$ cat config.mk
export PLATFORM = sky130hd
export DESIGN_NAME = vec_cmd_sequencer
export DESIGN_NICKNAME = d
export VERILOG_FILES = /design/src/rtl/vec_pkg.sv /design/src/rtl/vec_op_decode.sv /design/src/rtl/vec_cmd_sequencer.sv
export SDC_FILE = /design/constraint.sdc
export NUM_CORES = 1
export LEC_CHECK = 0
export CAP_MARGIN = 25
export CELL_PAD_IN_SITES_DETAIL_PLACEMENT = 1
export CELL_PAD_IN_SITES_GLOBAL_PLACEMENT = 2
export CORE_UTILIZATION = 39
export DETAILED_ROUTE_END_ITERATION = 6
export DONT_BUFFER_PORTS = 1
export GPL_TIMING_DRIVEN = 0
export PLACE_DENSITY_LB_ADDON = 0.05
export SYNTH_ARGS = -nofsm -noshare
export SYNTH_HDL_FRONTEND = slang
export SYNTH_SLANG_ARGS = --single-unit
$ cat constraint.sdc
create_clock -name clk -period 6.6 [get_ports clk]
set_input_delay 0 -clock clk [delete_from_list [all_inputs] [get_ports clk]]
set_output_delay 0 -clock clk [all_outputs]
set_load 0.05 [all_outputs]
$ cat src/rtl/vec_pkg.sv
// Shared constants, state encoding and helpers for the vector command sequencer.
package vec_pkg;

  localparam int NUM_REGS = 32;
  localparam int REG_W    = $clog2(NUM_REGS);
  localparam int LANES    = 4;
  localparam int MAX_VL   = 32;
  localparam int VL_W     = $clog2(MAX_VL + 1);
  localparam int IMM_W    = 8;

  localparam logic [2:0] OP_VSETVLI = 3'd0;
  localparam logic [2:0] OP_VLOAD   = 3'd1;
  localparam logic [2:0] OP_VADDI   = 3'd2;
  localparam logic [2:0] OP_VACC    = 3'd3;
  localparam logic [2:0] OP_VMUL    = 3'd4;
  localparam logic [2:0] OP_VBACC   = 3'd5;
  localparam logic [2:0] OP_VSUBI   = 3'd6;

  localparam logic [1:0] BUS_LOAD = 2'b00;
  localparam logic [1:0] BUS_ALU  = 2'b01;
  localparam logic [1:0] BUS_MUL  = 2'b10;
  localparam logic [1:0] BUS_BACC = 2'b11;

  localparam logic [1:0] ALU_MODE_ADD = 2'b00;
  localparam logic [1:0] ALU_MODE_SUB = 2'b01;

  typedef enum logic [1:0] {
    ST_IDLE  = 2'd0,
    ST_ISSUE = 2'd1,
    ST_RESP  = 2'd2
  } seq_state_e;

  // Decoded control fields for one command.
  typedef struct packed {
    logic       legal;
    logic       is_setvl;
    logic       use_op0;
    logic       op0_from_wb;
    logic       use_op1;
    logic       use_imm;
    logic       writes;
    logic [1:0] alu_mode;
    logic [1:0] bus_sel;
  } op_ctrl_t;

  // Register index step with wrap at the top of the register file.
  function automatic logic [REG_W-1:0] reg_inc(input logic [REG_W-1:0] r);
    if (r == REG_W'(NUM_REGS - 1)) return '0;
    return r + REG_W'(1);
  endfunction

  // Number of LANES-wide beats needed to cover len elements.
  function automatic logic [VL_W-1:0] beats_for(input logic [VL_W-1:0] len);
    logic [VL_W:0] sum;
    sum = {1'b0, len} + (VL_W+1)'(LANES - 1);
    return VL_W'(sum / (VL_W+1)'(LANES));
  endfunction

endpackage

$ cat src/rtl/vec_op_decode.sv
// Pure combinational opcode to control-field / legality map.
module vec_op_decode
  import vec_pkg::*;
(
  input  logic [2:0] opcode,
  input  logic [1:0] reserved,
  output op_ctrl_t   ctrl
);

  // Map each opcode onto the operand usage and datapath routing it needs.
  always_comb begin
    ctrl = '0;
    if (reserved == 2'b00) begin
      unique case (opcode)
        OP_VSETVLI: begin
          ctrl.legal    = 1'b1;
          ctrl.is_setvl = 1'b1;
        end
        OP_VLOAD: begin
          ctrl.legal   = 1'b1;
          ctrl.writes  = 1'b1;
          ctrl.bus_sel = BUS_LOAD;
        end
        OP_VADDI, OP_VSUBI: begin
          ctrl.legal    = 1'b1;
          ctrl.use_op0  = 1'b1;
          ctrl.use_imm  = 1'b1;
          ctrl.writes   = 1'b1;
          ctrl.alu_mode = (opcode == OP_VSUBI) ? ALU_MODE_SUB : ALU_MODE_ADD;
          ctrl.bus_sel  = BUS_ALU;
        end
        OP_VACC: begin
          ctrl.legal   = 1'b1;
          ctrl.use_op0 = 1'b1;
          ctrl.writes  = 1'b1;
          ctrl.bus_sel = BUS_LOAD;
        end
        OP_VMUL: begin
          ctrl.legal   = 1'b1;
          ctrl.use_op0 = 1'b1;
          ctrl.use_op1 = 1'b1;
          ctrl.writes  = 1'b1;
          ctrl.bus_sel = BUS_MUL;
        end
        OP_VBACC: begin
          // Byte accumulate reads the register named in the wb field, never writes back.
          ctrl.legal       = 1'b1;
          ctrl.use_op0     = 1'b1;
          ctrl.op0_from_wb = 1'b1;
          ctrl.bus_sel     = BUS_BACC;
        end
        default: ctrl = '0;
      endcase
    end
  end

endmodule

$ cat src/rtl/vec_cmd_sequencer.sv
// Handshaked vector command sequencer: accepts one CFU command, issues one
// micro-op per register group, then returns a response.
//
//  state    | meaning
//  ---------+------------------------------------------------------------
//  ST_IDLE  | cmd_ready high, waiting for a command
//  ST_ISSUE | uop_valid high, stepping through beats (held by uop_stall)
//  ST_RESP  | rsp_valid high, payload/err held until rsp_ready
module vec_cmd_sequencer
  import vec_pkg::*;
(
  input  logic             clk,
  input  logic             reset_n,
  input  logic             cmd_valid,
  output logic             cmd_ready,
  input  logic [9:0]       cmd_payload_function_id,
  input  logic [31:0]      cmd_payload_inputs_0,
  input  logic [31:0]      cmd_payload_inputs_1,
  output logic             rsp_valid,
  input  logic             rsp_ready,
  output logic [31:0]      rsp_payload_outputs_0,
  output logic             rsp_err,
  output logic             uop_valid,
  input  logic             uop_stall,
  output logic             uop_last,
  output logic [VL_W-1:0]  uop_beat,
  output logic [REG_W-1:0] reg_op0_sel,
  output logic [REG_W-1:0] reg_op1_sel,
  output logic [REG_W-1:0] reg_wb_sel,
  output logic             reg_load,
  output logic [IMM_W-1:0] alu_imm,
  output logic             alu_op1_sel,
  output logic [1:0]       alu_mode,
  output logic [1:0]       bus_sel,
  output logic [VL_W-1:0]  vl
);

  seq_state_e       state;
  op_ctrl_t         dec_ctrl;
  logic             accept;
  logic             use_op0_q;
  logic             use_op1_q;
  logic             writes_q;
  logic [VL_W-1:0]  nbeats_q;
  logic [VL_W-1:0]  cmd_nbeats;
  logic [VL_W-1:0]  vl_grant;
  logic [VL_W-1:0]  next_beat;
  logic [REG_W-1:0] wb_field;
  logic             unused_inputs;

  vec_op_decode u_decode (
    .opcode   (cmd_payload_function_id[2:0]),
    .reserved (cmd_payload_function_id[9:8]),
    .ctrl     (dec_ctrl)
  );

  assign accept        = cmd_valid & cmd_ready;
  assign wb_field      = cmd_payload_function_id[7:3];
  assign cmd_nbeats    = beats_for(vl);
  assign next_beat     = uop_beat + VL_W'(1);
  assign reg_load      = uop_valid & ~uop_stall & writes_q;
  assign unused_inputs = ^cmd_payload_inputs_1[31:IMM_W];

  // Clamp the requested vector length to the largest grantable value.
  always_comb begin
    if (cmd_payload_inputs_0 > 32'(MAX_VL)) vl_grant = VL_W'(MAX_VL);
    else                                    vl_grant = cmd_payload_inputs_0[VL_W-1:0];
  end

  // Sequencer FSM with registered handshake, micro-op and response outputs.
  always_ff @(posedge clk or negedge reset_n) begin
    if (!reset_n) begin
      state                 <= ST_IDLE;
      cmd_ready             <= 1'b1;
      rsp_valid             <= 1'b0;
      rsp_err               <= 1'b0;
      rsp_payload_outputs_0 <= '0;
      vl                    <= '0;
      nbeats_q              <= '0;
      use_op0_q             <= 1'b0;
      use_op1_q             <= 1'b0;
      writes_q              <= 1'b0;
      uop_valid             <= 1'b0;
      uop_last              <= 1'b0;
      uop_beat              <= '0;
      reg_op0_sel           <= '0;
      reg_op1_sel           <= '0;
      reg_wb_sel            <= '0;
      alu_imm               <= '0;
      alu_op1_sel           <= 1'b0;
      alu_mode              <= '0;
      bus_sel               <= '0;
    end else begin
      unique case (state)
        ST_IDLE: begin
          if (accept) begin
            cmd_ready <= 1'b0;
            if (!dec_ctrl.legal) begin
              state                 <= ST_RESP;
              rsp_valid             <= 1'b1;
              rsp_err               <= 1'b1;
              rsp_payload_outputs_0 <= '0;
            end else if (dec_ctrl.is_setvl) begin
              vl                    <= vl_grant;
              state                 <= ST_RESP;
              rsp_valid             <= 1'b1;
              rsp_err               <= 1'b0;
              rsp_payload_outputs_0 <= 32'(vl_grant);
            end else if (cmd_nbeats == '0) begin
              state                 <= ST_RESP;
              rsp_valid             <= 1'b1;
              rsp_err               <= 1'b0;
              rsp_payload_outputs_0 <= '0;
            end else begin
              state       <= ST_ISSUE;
              nbeats_q    <= cmd_nbeats;
              use_op0_q   <= dec_ctrl.use_op0;
              use_op1_q   <= dec_ctrl.use_op1;
              writes_q    <= dec_ctrl.writes;
              uop_valid   <= 1'b1;
              uop_beat    <= '0;
              uop_last    <= (cmd_nbeats == VL_W'(1));
              reg_op0_sel <= !dec_ctrl.use_op0 ? '0 :
                             dec_ctrl.op0_from_wb ? wb_field :
                             cmd_payload_inputs_0[REG_W-1:0];
              reg_op1_sel <= dec_ctrl.use_op1 ? cmd_payload_inputs_1[REG_W-1:0] : '0;
              reg_wb_sel  <= dec_ctrl.writes ? wb_field : '0;
              alu_imm     <= dec_ctrl.use_imm ? cmd_payload_inputs_1[IMM_W-1:0] : '0;
              alu_op1_sel <= dec_ctrl.use_imm;
              alu_mode    <= dec_ctrl.alu_mode;
              bus_sel     <= dec_ctrl.bus_sel;
            end
          end
        end
        ST_ISSUE: begin
          if (!uop_stall) begin
            if (uop_last) begin
              state                 <= ST_RESP;
              rsp_valid             <= 1'b1;
              rsp_err               <= 1'b0;
              rsp_payload_outputs_0 <= 32'(nbeats_q);
              writes_q              <= 1'b0;
              uop_valid             <= 1'b0;
              uop_last              <= 1'b0;
              uop_beat              <= '0;
              reg_op0_sel           <= '0;
              reg_op1_sel           <= '0;
              reg_wb_sel            <= '0;
              alu_imm               <= '0;
              alu_op1_sel           <= 1'b0;
              alu_mode              <= '0;
              bus_sel               <= '0;
            end else begin
              uop_beat <= next_beat;
              uop_last <= (next_beat == nbeats_q - VL_W'(1));
              if (use_op0_q) reg_op0_sel <= reg_inc(reg_op0_sel);
              if (use_op1_q) reg_op1_sel <= reg_inc(reg_op1_sel);
              if (writes_q)  reg_wb_sel  <= reg_inc(reg_wb_sel);
            end
          end
        end
        ST_RESP: begin
          if (rsp_ready) begin
            state                 <= ST_IDLE;
            cmd_ready             <= 1'b1;
            rsp_valid             <= 1'b0;
            rsp_err               <= 1'b0;
            rsp_payload_outputs_0 <= '0;
          end
        end
        default: begin
          state     <= ST_IDLE;
          cmd_ready <= 1'b1;
        end
      endcase
    end
  end

endmodule

Yosys cells after proc, flatten, opt, wreduce, memory -nomap -nowiden

Cells that the tools add are included.

Eq/ne operators: 24
$lt $le $gt $ge: 1
Bitwise operators: 7
Add/sub/neg operators: 6
Reductions and logical operators: 20
Mux-type cells: 144

Operator list:

| cell                                                                   | number |
|---|---|
| 32-bit 2-to-1 mux                                                      | 7 |
| 5-bit 2-to-1 mux                                                       | 31 |
| 32-bit case mux with 3 select lines                                    | 1 |
| 1-bit 2-to-1 mux                                                       | 56 |
| 8-bit 2-to-1 mux                                                       | 7 |
| 6-bit 2-to-1 mux                                                       | 7 |
| 2-bit 2-to-1 mux                                                       | 18 |
| 32-bit by 6-bit > comparator with 1-bit output (second input constant) | 1 |
| 5-bit case mux with 2 select lines                                     | 3 |
| 7-bit AND reduction                                                    | 4 |
| 8-bit case mux with 2 select lines                                     | 1 |
| 5-bit by 1-bit adder with 5-bit output (second input constant)         | 3 |
| 5-bit equality test (second input constant)                            | 3 |
| 2-bit inequality test (second input constant)                          | 7 |
| 2-bit case mux with 3 select lines                                     | 2 |
| 6-bit case mux with 2 select lines                                     | 1 |
| 6-bit AND reduction                                                    | 2 |
| 11-bit 2-to-1 mux                                                      | 1 |
| 5-bit OR reduction                                                     | 2 |
| 3-bit equality test (second input constant)                            | 3 |
| 3-bit inequality test (second input constant)                          | 3 |
| 1-bit case mux with 3 select lines                                     | 3 |
| 1-bit case mux with 2 select lines                                     | 4 |
| 2-bit case mux with 2 select lines                                     | 2 |
| 22 further kinds                                                       | 30 |

Output and inout port bits: 78
Bits in registers: 87

Longest topological paths before layout

Depth after elaboration: 11
Depth in mapped cells: 10

Cells and area by module

A second synthesis with hierarchy kept.

Cells, all modules: 388
Area, all modules: 3,716.1 µm²

By module, submodules not included:

| module            | area an instance (µm²) | cells each | times used |
|---|---|---|---|
| vec_cmd_sequencer | 3,565.9                | 366        | 1 |
| vec_op_decode     | 150.1                  | 22         | 1 |

Worst setup path after synthesis

OpenSTA, ideal clock, no wires.

Kind: reg-to-reg
Start: register vl[4]
End: register reg_wb_sel[0]
Arrival: 2,227 ps
Library setup time: 125 ps
Required time: 6,475 ps
Stages on the path, launching flop included: 8
Period minus slack after synthesis: 2,353 ps
Path slack: 4,247 ps
Cell sequence: dfrtp_1 -> or3_4 -> o211a_4 -> a31o_4 -> and2_4 -> buf_6 -> o21ai_4 -> mux2_4

Cells in the longest elaborated chain, start to end: 4

Ends and longest elaborated chain:

| item                                   | RTL line                 | source |
|---|---|---|
| start, declared                        | vec_cmd_sequencer.sv:35  | `output logic [VL_W-1:0] vl` |
| start signal, assigned                 | vec_cmd_sequencer.sv:104 | `vl <= vl_grant;` |
| 6-bit by 2-bit adder with 7-bit output | vec_pkg.sv:55            | `sum = {1'b0, len} + (VL_W+1)'(LANES - 1);` |
| 6-bit zero test                        | vec_cmd_sequencer.sv:109 | `end else if (cmd_nbeats == '0) begin` |
| 2-bit inequality test (no source line) | n/a                      |  |
| 7-bit AND reduction (no source line)   | n/a                      |  |
| end signal, assigned                   | vec_cmd_sequencer.sv:127 | `reg_wb_sel <= dec_ctrl.writes ? wb_field : '0;` |
| end signal, assigned                   | vec_cmd_sequencer.sv:158 | `if (writes_q) reg_wb_sel <= reg_inc(reg_wb_sel);` |
| end, declared                          | vec_cmd_sequencer.sv:29  | `output logic [REG_W-1:0] reg_wb_sel,` |

No other way between the ends.
A chain may end at the register's enable or synchronous reset.

Worst setup path in the final report

Start: register vl[4]
End: register use_op1_q

Cells in the longest elaborated chain, start to end: 4

Ends and longest elaborated chain:

| item                                   | RTL line                 | source |
|---|---|---|
| 6-bit by 2-bit adder with 7-bit output | vec_pkg.sv:55            |  |
| 6-bit zero test                        | vec_cmd_sequencer.sv:109 |  |
| 1-bit NOT (no source line)             | n/a                      |  |
| 5-bit AND reduction (no source line)   | n/a                      |  |
| end signal, assigned                   | vec_cmd_sequencer.sv:118 | `use_op1_q <= dec_ctrl.use_op1;` |
| end, declared                          | vec_cmd_sequencer.sv:42  | `logic use_op1_q;` |

No other way between the ends.

==> results.tsv <==
stage	metric	value	unit
timing	min_period_over_period	42.5	%
synth	yosysSeqAreaShare	41.8	%
timing	rsz0062_at_grt	no	
pwr	peakVddDrop	0.146	mV
setup_path	max_stage_delay	620	ps
clock_tree	clock_latency	350	ps
placement	gp_congestion	0.793	
pwr	p_per_area	344	mW/mm2
synth	yosys.area_share.simple	19.0	%
synth	synthTopCellsByArea	dfrtp_1 41%, buf_4 6.1%, a22o_1 5.1%	
timing	slew_headroom	41.0	%
routing	vias	3030	
synth	syn_area_per_cell	9.57	um2
layout	final_cells	553	
routing	drt_first_pass_iters	6	
synth	ys_dominant_reg_cell	dfrtp_1	
clock_tree	cts_tree	built	
timing	whs	18.1	ps
synth	synth_cell_types	58	
synth	yosysTopAreaCell	dfrtp_1	
routing	wl	10400	um
timing	clock.fmax	357	MHz
synth	async_flop_share	100	%
clock_tree	clockBufferDepth	2	
clock_tree	clockRootBuffer	clkbuf_8	
synth	synth-edff-count	0	
timing	setup_viol	0	
routing	drt-vias-per-instance	5.48	
layout	drive_above_1_share	14.4	%
synth	synth_fa_ha_area_share	4.17	%
synth	yosysTopAreaCellShare	41.0	%
floorplan	die_w	98.0	um
synth	synth_xor_area_share	3.90	%
clock_tree	cts_setup_buffers	0	
floorplan	die_area	0.00961	mm2
setup_path	arrival	3030	ps
placement	port_buffers	0	
hold_path	hold_path_class	in -> reg	
timing	post-route-min-period	2800	ps
global_routing	grt_max_degree	61	
layout	syn2layout_area_growth	20.1	%
floorplan	io_pins	157	
pwr	p_total	1.49	mW
timing	setup-tns-final	0	ps
routing	antenna_left	0	
global_routing	antenna_found_initial	0	
floorplan	core_region_area	0.00881	mm2
setup_path	cp_max_fo	10	
outcome	outcome	finished with violations	
layout	final_nets	532	
outcome	violations	design-rule violations	
layout	fill_cells	1023	
timing	hold_viol_final	0	
synth	synth_compound_area_share	18.4	%
global_routing	track_usage	23.5	%
global_routing	grt_overflow	0	
routing	drt-initial-drc-count	105	
layout	layout_common_cells	59 x dfrtp_1, 35 x nand2_1, 29 x buf_4	
synth	synth_warnings	0	
clock_tree	cts.sinks	60	
pwr	leakagePower	2.05	nW
synth	synthCells	376	
setup_path	cp.required	6830	ps
floorplan	start_util	40.8	%
clock_tree	clk_pin_slew	70	ps
synth	synth_top_family_by_area	simple AND/OR/NAND/NOR gates	
setup_path	setup.worst_path.start_class	flip-flop	
routing	wl_per_cell	18.9	um
timing	tightest_slew	882	ps
global_routing	grt_pass1_vias	3296	
synth	synth_seq_cells	60	
floorplan	dieHeight	98.0	um
setup_path	end_kind	flip-flop	
timing	final_max_slew_viol_count	0	
layout	antenna_cells	0	
setup_path	path_cells	or3_4 > o211a_4 > nand4_1 > clkbuf_1 > o31ai_1 > dlygate4sd3_1	
setup_path	slowest_stage	dfrtp_1	
routing	route.detailed.drc	4	
synth	synthesis.area	0.00360	mm2
global_routing	grt_pass1_wl	17600	um
floorplan	rows	34	
setup_path	path_class	reg -> reg	
clock_tree	ctsResizeCount	0	
job	cap_violations	0	
placement	dp.cells	510	
layout	final_common_cell	dfrtp_1	
clock_tree	h-tree-depth	3	
clock_tree	cts_made_buffers	9	
placement	hpwl	7690	um
timing	finalClockSkew	12.3	ps
synth	synth_mux_area_share	3.58	%
[synth_stat cells, drive strengths merged, types with 3 or more instances]
master  number
a21oi       10
a22o        21
a22oi        3
a31oi        5
and3         3
buf         35
clkbuf       6
dfrtp       59
ha          12
inv         11
mux2         6
mux2i        5
nand2       36
nand2b       4
nand3       18
nand3b       3
nand4        6
nor2        23
nor2b        4
nor3        10
nor4         9
o21ai       29
o22ai        5
o31ai        4
or3          5
xnor2        5
xor2        11
[metal layers]
| layer | part of all wire (%) | global-route usage (%) | up-vias |
|---|---|---|---|
| met2 | 48 | 38.6 | 89 |
| li1 | - | - | 1438 |
| met1 | 45 | 30.1 | 1489 |
| met4 | 1.7 | 8.74 | 0 |
| met3 | 5.6 | 5.51 | 14 |
| met5 | 0 | 0 | - |
[sequential cells by signal, summed over array words and instances, names as in the netlist, 2 cells and up]
register,cells
alu_imm,8
rsp_payload_outputs_0,6
state,2
reg_op1_sel,5
uop_beat,6
reg_op0_sel,5
nbeats_q,5
reg_wb_sel,5
vl,6
bus_sel,2
[what timing repair did]
| item | CTS | global route |
|---|---|---|
| hold buffers | 28 | 0 |
| hold endpoints to repair | 100 | 0 |
| setup endpoints to repair | 0 | 0 |
[report_power, final]
group	leakage [nW]	switching [mW]	internal, mW
clock network	0.0914	0.153	0.182
logic	1.16	0.252	0.175
registers	0.800	0.290	0.435
total	2.05	0.695	0.792
[area by class of cell]
| cell class | count | area (um2) | area share, % |
|---|---|---|---|
| plain buffers | 41 | 285 | 6.60 |
| flip-flops and latches | 60 | 1500 | 34.8 |
| multi-input cells | 290 | 1870 | 43.2 |
| repair buffers | 28 | 298 | 6.89 |
| inverters | 11 | 41.3 | 0.956 |
| clock buffers | 11 | 141 | 3.27 |
| well taps | 108 | 135 | 3.13 |
| clock inverters | 4 | 50.0 | 1.16 |
[per-stage QoR]
| step | instance area (um2) | utilization, % | worst slack, ps |
|---|---|---|---|
| 2_1_floorplan | 3690 | - | 4250 |
| 3_3_place_gp | 3830 | 43.5 | 4090 |
| 3_5_place_dp | 3830 | 43.5 | 4090 |
| 4_1_cts | 4320 | 49.0 | 3810 |
| 5_1_grt | 4320 | 49.0 | 3660 |
| 6_report | 4320 | 49.0 | 3800 |
[final timing paths]
| check | startpoint | endpoint | slack, ps | cells past startpoint |
|---|---|---|---|---|
| worst max register to register | vl[4] | use_op1_q | 3800 | 6 |
| worst min register to register | nbeats_q[4] | nbeats_q[4] | 600 | 2 |
| worst max-delay path | vl[4] | use_op1_q | 3800 | 6 |
| max in group asynchronous | reset_n | cmd_ready | 6140 | 2 |
| worst min-delay path | cmd_payload_function_id[6] | reg_op0_sel[3] | 20 | 3 |
| min in group asynchronous | reset_n | rsp_payload_outputs_0[3] | 180 | 2 |
[cells by family after synthesis]
kind of cell             count (synthesis)
AND/OR/NAND/NOR                        131
AO/OA/AOI/OAI                           93
flip-flops                              60
buffers and inverters                   52
XOR/XNOR                                16
adder cells (fa/ha/maj)                 12
multiplexers                            11
other                                    1
[critical path, delay by kind of cell, from the launching register on]
family | cells | cell delay [ps]
DFF | 1 | 620
and+or+nand+nor | 2 | 670
AOI/OAI and AO/OA | 2 | 400
buffers and inverters | 2 | 980
No activity file was read; power rests on OpenSTA's default activity.
